**src/rtl/store_pkg.sv**
```systemverilog
// Shared store-path definitions: funct3 encodings, bus widths and the
// aligned store entry layout. The load path uses the same encodings.
package store_pkg;

  localparam int ADDR_W = 32;
  localparam int DATA_W = 32;
  localparam int LANES  = DATA_W / 8;

  // funct3 encodings of the store instructions
  localparam logic [2:0] F3_SB = 3'b000;
  localparam logic [2:0] F3_SH = 3'b001;
  localparam logic [2:0] F3_SW = 3'b010;

  // One buffered, lane-aligned memory write
  typedef struct packed {
    logic [ADDR_W-1:0] addr;
    logic [DATA_W-1:0] wdata;
    logic [LANES-1:0]  we;
  } store_entry_t;

  // Word address containing a byte address
  function automatic logic [ADDR_W-1:0] word_addr(input logic [ADDR_W-1:0] byte_addr);
    return {byte_addr[ADDR_W-1:2], 2'b00};
  endfunction

endpackage

```
**src/rtl/store_lane_align.sv**
```systemverilog
// Combinational store alignment: steers SB/SH/SW data onto the byte lanes
// selected by the low address bits and flags requests that cannot be
// expressed as a single aligned word write.
module store_lane_align
  import store_pkg::*;
(
  input  logic [ADDR_W-1:0] addr_i,
  input  logic [DATA_W-1:0] data_i,
  input  logic [2:0]        sel_i,
  output store_entry_t      entry_o,
  output logic              misalign_o
);

  // Lane steering and misalignment check for one request
  always_comb begin
    // NOTE: every output gets a default before the case so no path leaves
    // a value unassigned, which would otherwise infer a latch.
    entry_o.addr  = word_addr(addr_i);
    entry_o.wdata = '0;
    entry_o.we    = '0;
    misalign_o    = 1'b0;
    case (sel_i)
      F3_SB: begin
        entry_o.wdata = {4{data_i[7:0]}};
        entry_o.we    = 4'b0001 << addr_i[1:0];
      end
      F3_SH: begin
        entry_o.wdata = {2{data_i[15:0]}};
        entry_o.we    = addr_i[1] ? 4'b1100 : 4'b0011;
        misalign_o    = addr_i[0];
      end
      F3_SW: begin
        entry_o.wdata = data_i;
        entry_o.we    = 4'b1111;
        misalign_o    = |addr_i[1:0];
      end
      default: begin
        // Unknown funct3 is rejected the same way as a misaligned access
        misalign_o = 1'b1;
      end
    endcase
  end

endmodule

```
**src/rtl/store_align_buffer.sv**
```systemverilog
// Store buffer: accepts core store requests, aligns them onto byte lanes,
// queues them in a DEPTH-entry FIFO and presents the oldest entry to data
// memory. Misaligned or illegal requests are consumed and flagged with a
// one-cycle misalign pulse instead of being queued.
module store_align_buffer
  import store_pkg::*;
#(
  parameter int DEPTH = 2
)
(
  input  logic                    clk,
  input  logic                    rst_n,
  input  logic                    st_valid,
  output logic                    st_ready,
  input  logic [ADDR_W-1:0]       st_addr,
  input  logic [DATA_W-1:0]       st_data,
  input  logic [2:0]              st_sel,
  output logic                    mem_valid,
  input  logic                    mem_ready,
  output logic [ADDR_W-1:0]       mem_addr,
  output logic [DATA_W-1:0]       mem_wdata,
  output logic [LANES-1:0]        mem_we,
  output logic                    misalign,
  output logic [$clog2(DEPTH):0]  count
);

  localparam int PW = $clog2(DEPTH);
  localparam int CW = PW + 1;

  store_entry_t  entry_mem_q [DEPTH];
  logic [PW-1:0] wr_ptr_q, wr_ptr_d;
  logic [PW-1:0] rd_ptr_q, rd_ptr_d;
  logic [CW-1:0] count_q, count_d;
  logic          misalign_q;

  store_entry_t  new_entry;
  store_entry_t  head_entry;
  logic          req_misalign;
  logic          accept;
  logic          enq;
  logic          deq;

  store_lane_align u_align (
    .addr_i     (st_addr),
    .data_i     (st_data),
    .sel_i      (st_sel),
    .entry_o    (new_entry),
    .misalign_o (req_misalign)
  );

  // Full depends only on occupancy; a pop in the same cycle does not free a slot
  assign st_ready  = (count_q != CW'(DEPTH));
  assign accept    = st_valid && st_ready;
  assign enq       = accept && !req_misalign;
  assign mem_valid = (count_q != '0);
  assign deq       = mem_valid && mem_ready;

  assign head_entry = entry_mem_q[rd_ptr_q];
  assign mem_addr   = head_entry.addr;
  assign mem_wdata  = head_entry.wdata;
  assign mem_we     = mem_valid ? head_entry.we : '0;
  assign misalign   = misalign_q;
  assign count      = count_q;

  // Next pointer and occupancy values; pointers wrap naturally at DEPTH
  always_comb begin
    wr_ptr_d = wr_ptr_q;
    rd_ptr_d = rd_ptr_q;
    count_d  = count_q;
    if (enq) wr_ptr_d = wr_ptr_q + PW'(1);
    if (deq) rd_ptr_d = rd_ptr_q + PW'(1);
    if (enq && !deq) begin
      count_d = count_q + CW'(1);
    end else if (!enq && deq) begin
      count_d = count_q - CW'(1);
    end
  end

  // Control state: pointers, occupancy and the registered misalign pulse
  always_ff @(posedge clk or negedge rst_n) begin
    // NOTE: state is updated with non-blocking assignments so every register
    // samples the pre-edge values regardless of statement order.
    if (!rst_n) begin
      wr_ptr_q   <= '0;
      rd_ptr_q   <= '0;
      count_q    <= '0;
      misalign_q <= 1'b0;
    end else begin
      wr_ptr_q   <= wr_ptr_d;
      rd_ptr_q   <= rd_ptr_d;
      count_q    <= count_d;
      misalign_q <= accept && req_misalign;
    end
  end

  // Entry storage written at the tail on each enqueue
  always_ff @(posedge clk) begin
    // NOTE: the storage array has no reset; clearing count and the pointers is
    // enough to make stale contents invisible, and mem_we is gated while empty.
    if (enq) begin
      entry_mem_q[wr_ptr_q] <= new_entry;
    end
  end

endmodule
```
**config.mk**
```make
export PLATFORM = sky130hd
export DESIGN_NAME = store_align_buffer
export DESIGN_NICKNAME = d
export VERILOG_FILES = /design/src/rtl/store_pkg.sv /design/src/rtl/store_lane_align.sv /design/src/rtl/store_align_buffer.sv
export SDC_FILE = /design/constraint.sdc
export NUM_CORES = 1
export LEC_CHECK = 0
export ABC_AREA = 1
export CAP_MARGIN = 20
export CORE_ASPECT_RATIO = 1.25
export CORE_UTILIZATION = 32
export DETAILED_ROUTE_END_ITERATION = 10
export PLACE_DENSITY = 0.59
export SYNTH_ARGS = -nofsm -noshare
export SYNTH_HDL_FRONTEND = slang
export SYNTH_SLANG_ARGS = --single-unit
```
**constraint.sdc**
```tcl
create_clock -name clk -period 4.5 [get_ports clk]
set_input_delay 1.125 -clock clk [delete_from_list [all_inputs] [get_ports clk]]
set_output_delay 1.125 -clock clk [all_outputs]
set_load 0.005 [all_outputs]
```
---- Word level (Yosys, flattened, before mapping) ----
Memory sizes are Yosys's and may differ from the RTL's.
Cells that the tools add are included.
operators by class
  shifts and indexed selects .............. 1
  mux-type cells .......................... 8
  $add $sub $neg .......................... 4
  reduce and logical (&&, ||, !) cells .... 13
  eq/ne operators ......................... 3
operators by type and width
  operator             count
  $pmux 36 s3          1
  $mux 4               2
  $logic_and 1x1->1    6
  $mux 2               2
  $reduce_bool 2->1    2
  $shl 1x2->4 const A  1
  $eq 3x1->1 const B   1
  $eq 3x2->1 const B   1
  $logic_not 1->1      3
  $logic_not 3->1      1
  $pmux 1 s3           1
  $add 1x1->1 const B  2
  $add 2x1->2 const B  1
  $mux 1               2
  $ne 2x2->1 const B   1
  $reduce_or 2->1      1
  $sub 2x1->2 const B  1
storage, ports and cells
  word-level logic and storage cells ...... 34
  input bits .............................. 71
  flip-flop bits (word level) ............. 5
  memory bits (writable) .................. 132
  output and inout port bits .............. 73
  memories ................................ 1
memory list
  name         depth  width  rd ports  clocked after memory_dff  wr ports  RTL line                  RTL
  entry_mem_q  2      66     1         0                         1         store_align_buffer.sv:30  store_entry_t entry_mem_q [DEPTH];

---- Longest topological paths before layout ----
  depth after elaboration ................. 8
  mapped depth ............................ 9

---- Modules after synthesis ----
From an unflattened synthesis, not the netlist that was laid out.
second synthesis, totals
  cell total of the unflattened synthesis .. 549
  area total of the unflattened synthesis .. 6074.6 um^2
by module, submodules not included
  module              instances  area an instance (um^2)  cells an instance
  store_align_buffer  1          5222.5                   391
  store_lane_align    1          852.1                    158

---- Worst setup path after synthesis ----
Ideal clock, no wire load.
  path kind ............................... input to register
  start ................................... input port st_valid
  end ..................................... memory entry_mem_q[1][0] (netlist name) (enable)
  buffers on the path ..................... 0
  arrival ................................. 4.401 ns
  setup time .............................. 0.491 ns
  path slack .............................. -0.392 ns
  stages .................................. 3
  cells stage by stage .................... a21boi_0 -> nand4_1 -> nor2_1
on the way
  cells in the longest elaborated chain, start to end .. 4
ends and longest elaborated chain
  what                          RTL line                   RTL
  from (decl)                   store_align_buffer.sv:13   input logic st_valid,
  $logic_and 1x1->1             store_align_buffer.sv:53   assign accept = st_valid && st_ready;
  $logic_and 1x1->1             store_align_buffer.sv:54   assign enq = accept && !req_misalign;
  $mux 1                        store_align_buffer.sv:100  if (enq) begin
  $mux 1 (implied by the code)  store_align_buffer.sv:101  entry_mem_q[wr_ptr_q] <= new_entry;
  to (decl)                     store_align_buffer.sv:30
No other way between the ends.

---- Final worst setup path ----
  start ................................... register rd_ptr_q
  end ..................................... output port mem_we[0]
on the way
  cells in the longest elaborated chain, start to end .. 2
ends and longest elaborated chain
  what                    RTL line                  RTL
  from (decl)             store_align_buffer.sv:32  logic [PW-1:0] rd_ptr_q, rd_ptr_d;
  from (signal assigned)  store_align_buffer.sv:90  rd_ptr_q <= rd_ptr_d;
  $mem_v2 2x66            -
  $mux 4                  store_align_buffer.sv:61  assign mem_we = mem_valid ? head_entry.we : '0;
  to (decl)               store_align_buffer.sv:22  output logic [LANES-1:0] mem_we,
No other way between the ends.

==> impl_metrics.toml <==
[floorplanning]
die_h_um = 149
core_um2 = 16900
die_area_um2 = 17900
initial_core_util_pct = 32.9
num_rows = 53
pin_count = 144
die_w_um = 120

[sta]
finalHoldViolCount = 0
rsz0062_at_grt = "false"
relSlewSlack_pct = 53.0
fin_crit_sh_pct = 75.0
finalCriticalPeriod_ns = 3.37
final_max_slew_viol_count = 0
max_slew.worst_pin.slew_ns = 0.705
fmax_mhz = 296
setup_viol = 0
whs_ns = 0.507
fin_skew_ns = 0.0111
fin_tns_setup_ns = 0
finalWorstSetupSlack_ns = 1.13

[synthesis]
synth.distinct_cells = 31
yosysSeqAreaShare_pct = 73.5
avgSynthCellArea_um2 = 11.6
synthTopCellsByArea = "edfxtp_1, nand2_1, dfrtp_1"
synth_area_um2 = 5560
synth_flop_cell = "edfxtp_1"
ys_ff_latch = 137
synth_top_area_share_pct = 71.3
async_flop_share_pct = 3.65
synth_top_cell_by_area = "edfxtp_1"
ys_warn_count = 0
synth_edf_count = 132
syn_inst = 480

[critical_path]
reg2reg_slack_ns = 2.42
cp-start-kind = "flip-flop"
worstPathCellList = "buf_4, o21ai_0, nor2_1, clkdlybuf4s50_1"
r2r-start = "count[0]"
cp.arrival_ns = 2.25
path_max_fanout = 66
required_ns = 3.38
slowest_stage = "buf_4"
max_stage_delay_ns = 0.56
setup.worst_path.start = "rd_ptr_q"
cp-end-kind = "output pin"
crit_family = "buffers and inverters"
critPathKind = "reg -> out"
path_buf_inv = 2

[power_and_ir_drop]
ir_drop_mv = 0.258
leakage_uw = 0.00309
powerDensity_nw_per_um2 = 545

[clock_tree]
htree_levels = 4
clockRootBuffer = "clkbuf_16"
cts_hold_buf = 0
post_cts_resized = 0
clockBufferDepth = 2
post_cts_buffers = 0
numCtsBuffers = 17
path_clk_slew_ns = 0.06
clk_latency_ns = 0.41
numClockSinks = 137
tritoncts = "done"

[drt]
vias = 3808
dr.pass1.iters = 6
finalWirelength_um = 12400
drt_iter0_markers = 313
via_per_inst = 4.42
drtAntennaViolNets = 0
drc_errors = 0
avgRoutedWirePerCell_um = 14.4

[global_routing]
antenna_found_initial = 0
grt_util_met2_pct = 24.2
use_met1_pct = 18.1
grt_pass1_vias = 3839
busiest_layer = "met2"
grt_start_max_net_pins = 67
grtUsageTotal_pct = 14.6
grt_pass1_wl_um = 19600
grtUsageMet3_pct = 3.82
gr-total-overflow = 0

[place]
globalplace.congestion = 0.859
preCtsSetupSlack_ns = 1.24
port_buffers = 141
dp_hpwl_um = 8460

[finish]
antenna_cells = 0
syn2layout_area_growth_pct = 40.7
fill_cells = 1518
layout_common_cells = "nand2_1, clkdlybuf4s50_1, edfxtp_1"
fin_nets = 700
final_common_cell = "nand2_1"
fin_util_pct = 46.3
drive_above_1_share_pct = 7.96

[run]
drv_cap = 0

[outcome]
outcome = "completed"

[hold_path]
hold_start = "wr_ptr_q"
min_path_type = "reg -> reg"
-- final cells by class --
type | count | area [um2] | area share [%]
repair buffers | 145 | 1480 | 18.9
clock buffers | 18 | 429 | 5.49
flip-flops and latches | 137 | 4090 | 52.3
inverters | 29 | 111 | 1.42
multi-input cells | 298 | 1290 | 16.5
clock inverters | 14 | 148 | 1.89
well taps | 220 | 275 | 3.52
-- metal layers --
metal	vias up	wire (um)
li1	1896	-
met1	1749	5260
met2	147	6080
met3	16	736
met4	0	286
met5	-	0
-- stage by stage --
| stage | total power (uW) | cells | instance area [um2] |
|---|---|---|---|
| after floorplan | 2150 | 481 | 5570 |
| final | 4270 | 861 | 7820 |
| after CTS | 4320 | 861 | 7820 |
| after detailed placement | 2980 | 829 | 7250 |
| after global routing | 4520 | 861 | 7820 |
| after global placement | 2940 | 828 | 7230 |
-- power breakdown --
group          switching (uW)  leakage [uW]  internal, uW
clock network             523      0.000272           818
logic                     671       0.00155           688
registers                33.9       0.00127          1530
-- worst register-to-register path, delay by kind of cell (launching register included) --
family	cells	cell delay, ns
AND/OR/NAND/NOR	2	0.45
buffers and inverters	2	0.45
AO/OA/AOI/OAI	1	0.42
flip-flops	1	0.39
-- synthesized netlist by cell type, types with 3 or more instances --
cell type and number:
nand2_1 235, edfxtp_1 132, inv_1 24, o21ai_0 13, nor2_1 12, a21oi_1 7
clkbuf_1 7, nand3_1 6, dfrtp_1 5, buf_1 4, inv_2 4, o211ai_1 4
a22o_1 3, buf_2 3
-- kinds of logic after synthesis --
family                     share of synthesized area (%)
and+or+nand+nor                                     18.9
xor gates and xnor gates                           0.473
DFF                                                 73.5
AOI/OAI and AO/OA                                   3.33
adders and majority gates                          0.225
other                                             0.0674
buffers and inverters                               3.49
-- flip-flops by register name, indices dropped and copies added (netlist names) --
| signal | count |
|---|---|
| count | 2 |
| entry_mem_q | 132 |
| misalign | 1 |
| rd_ptr_q | 1 |
| wr_ptr_q | 1 |
-- worst paths after layout --
kind / to / cells after the start
max: mem_we[0] / 4
min: wr_ptr_q / 2
max reg2reg: entry_mem_q[1][47] / 5
min reg2reg: wr_ptr_q / 2
max in group asynchronous: rd_ptr_q / 1
min in group asynchronous: misalign / 1
(Power assumes the default switching activity.)
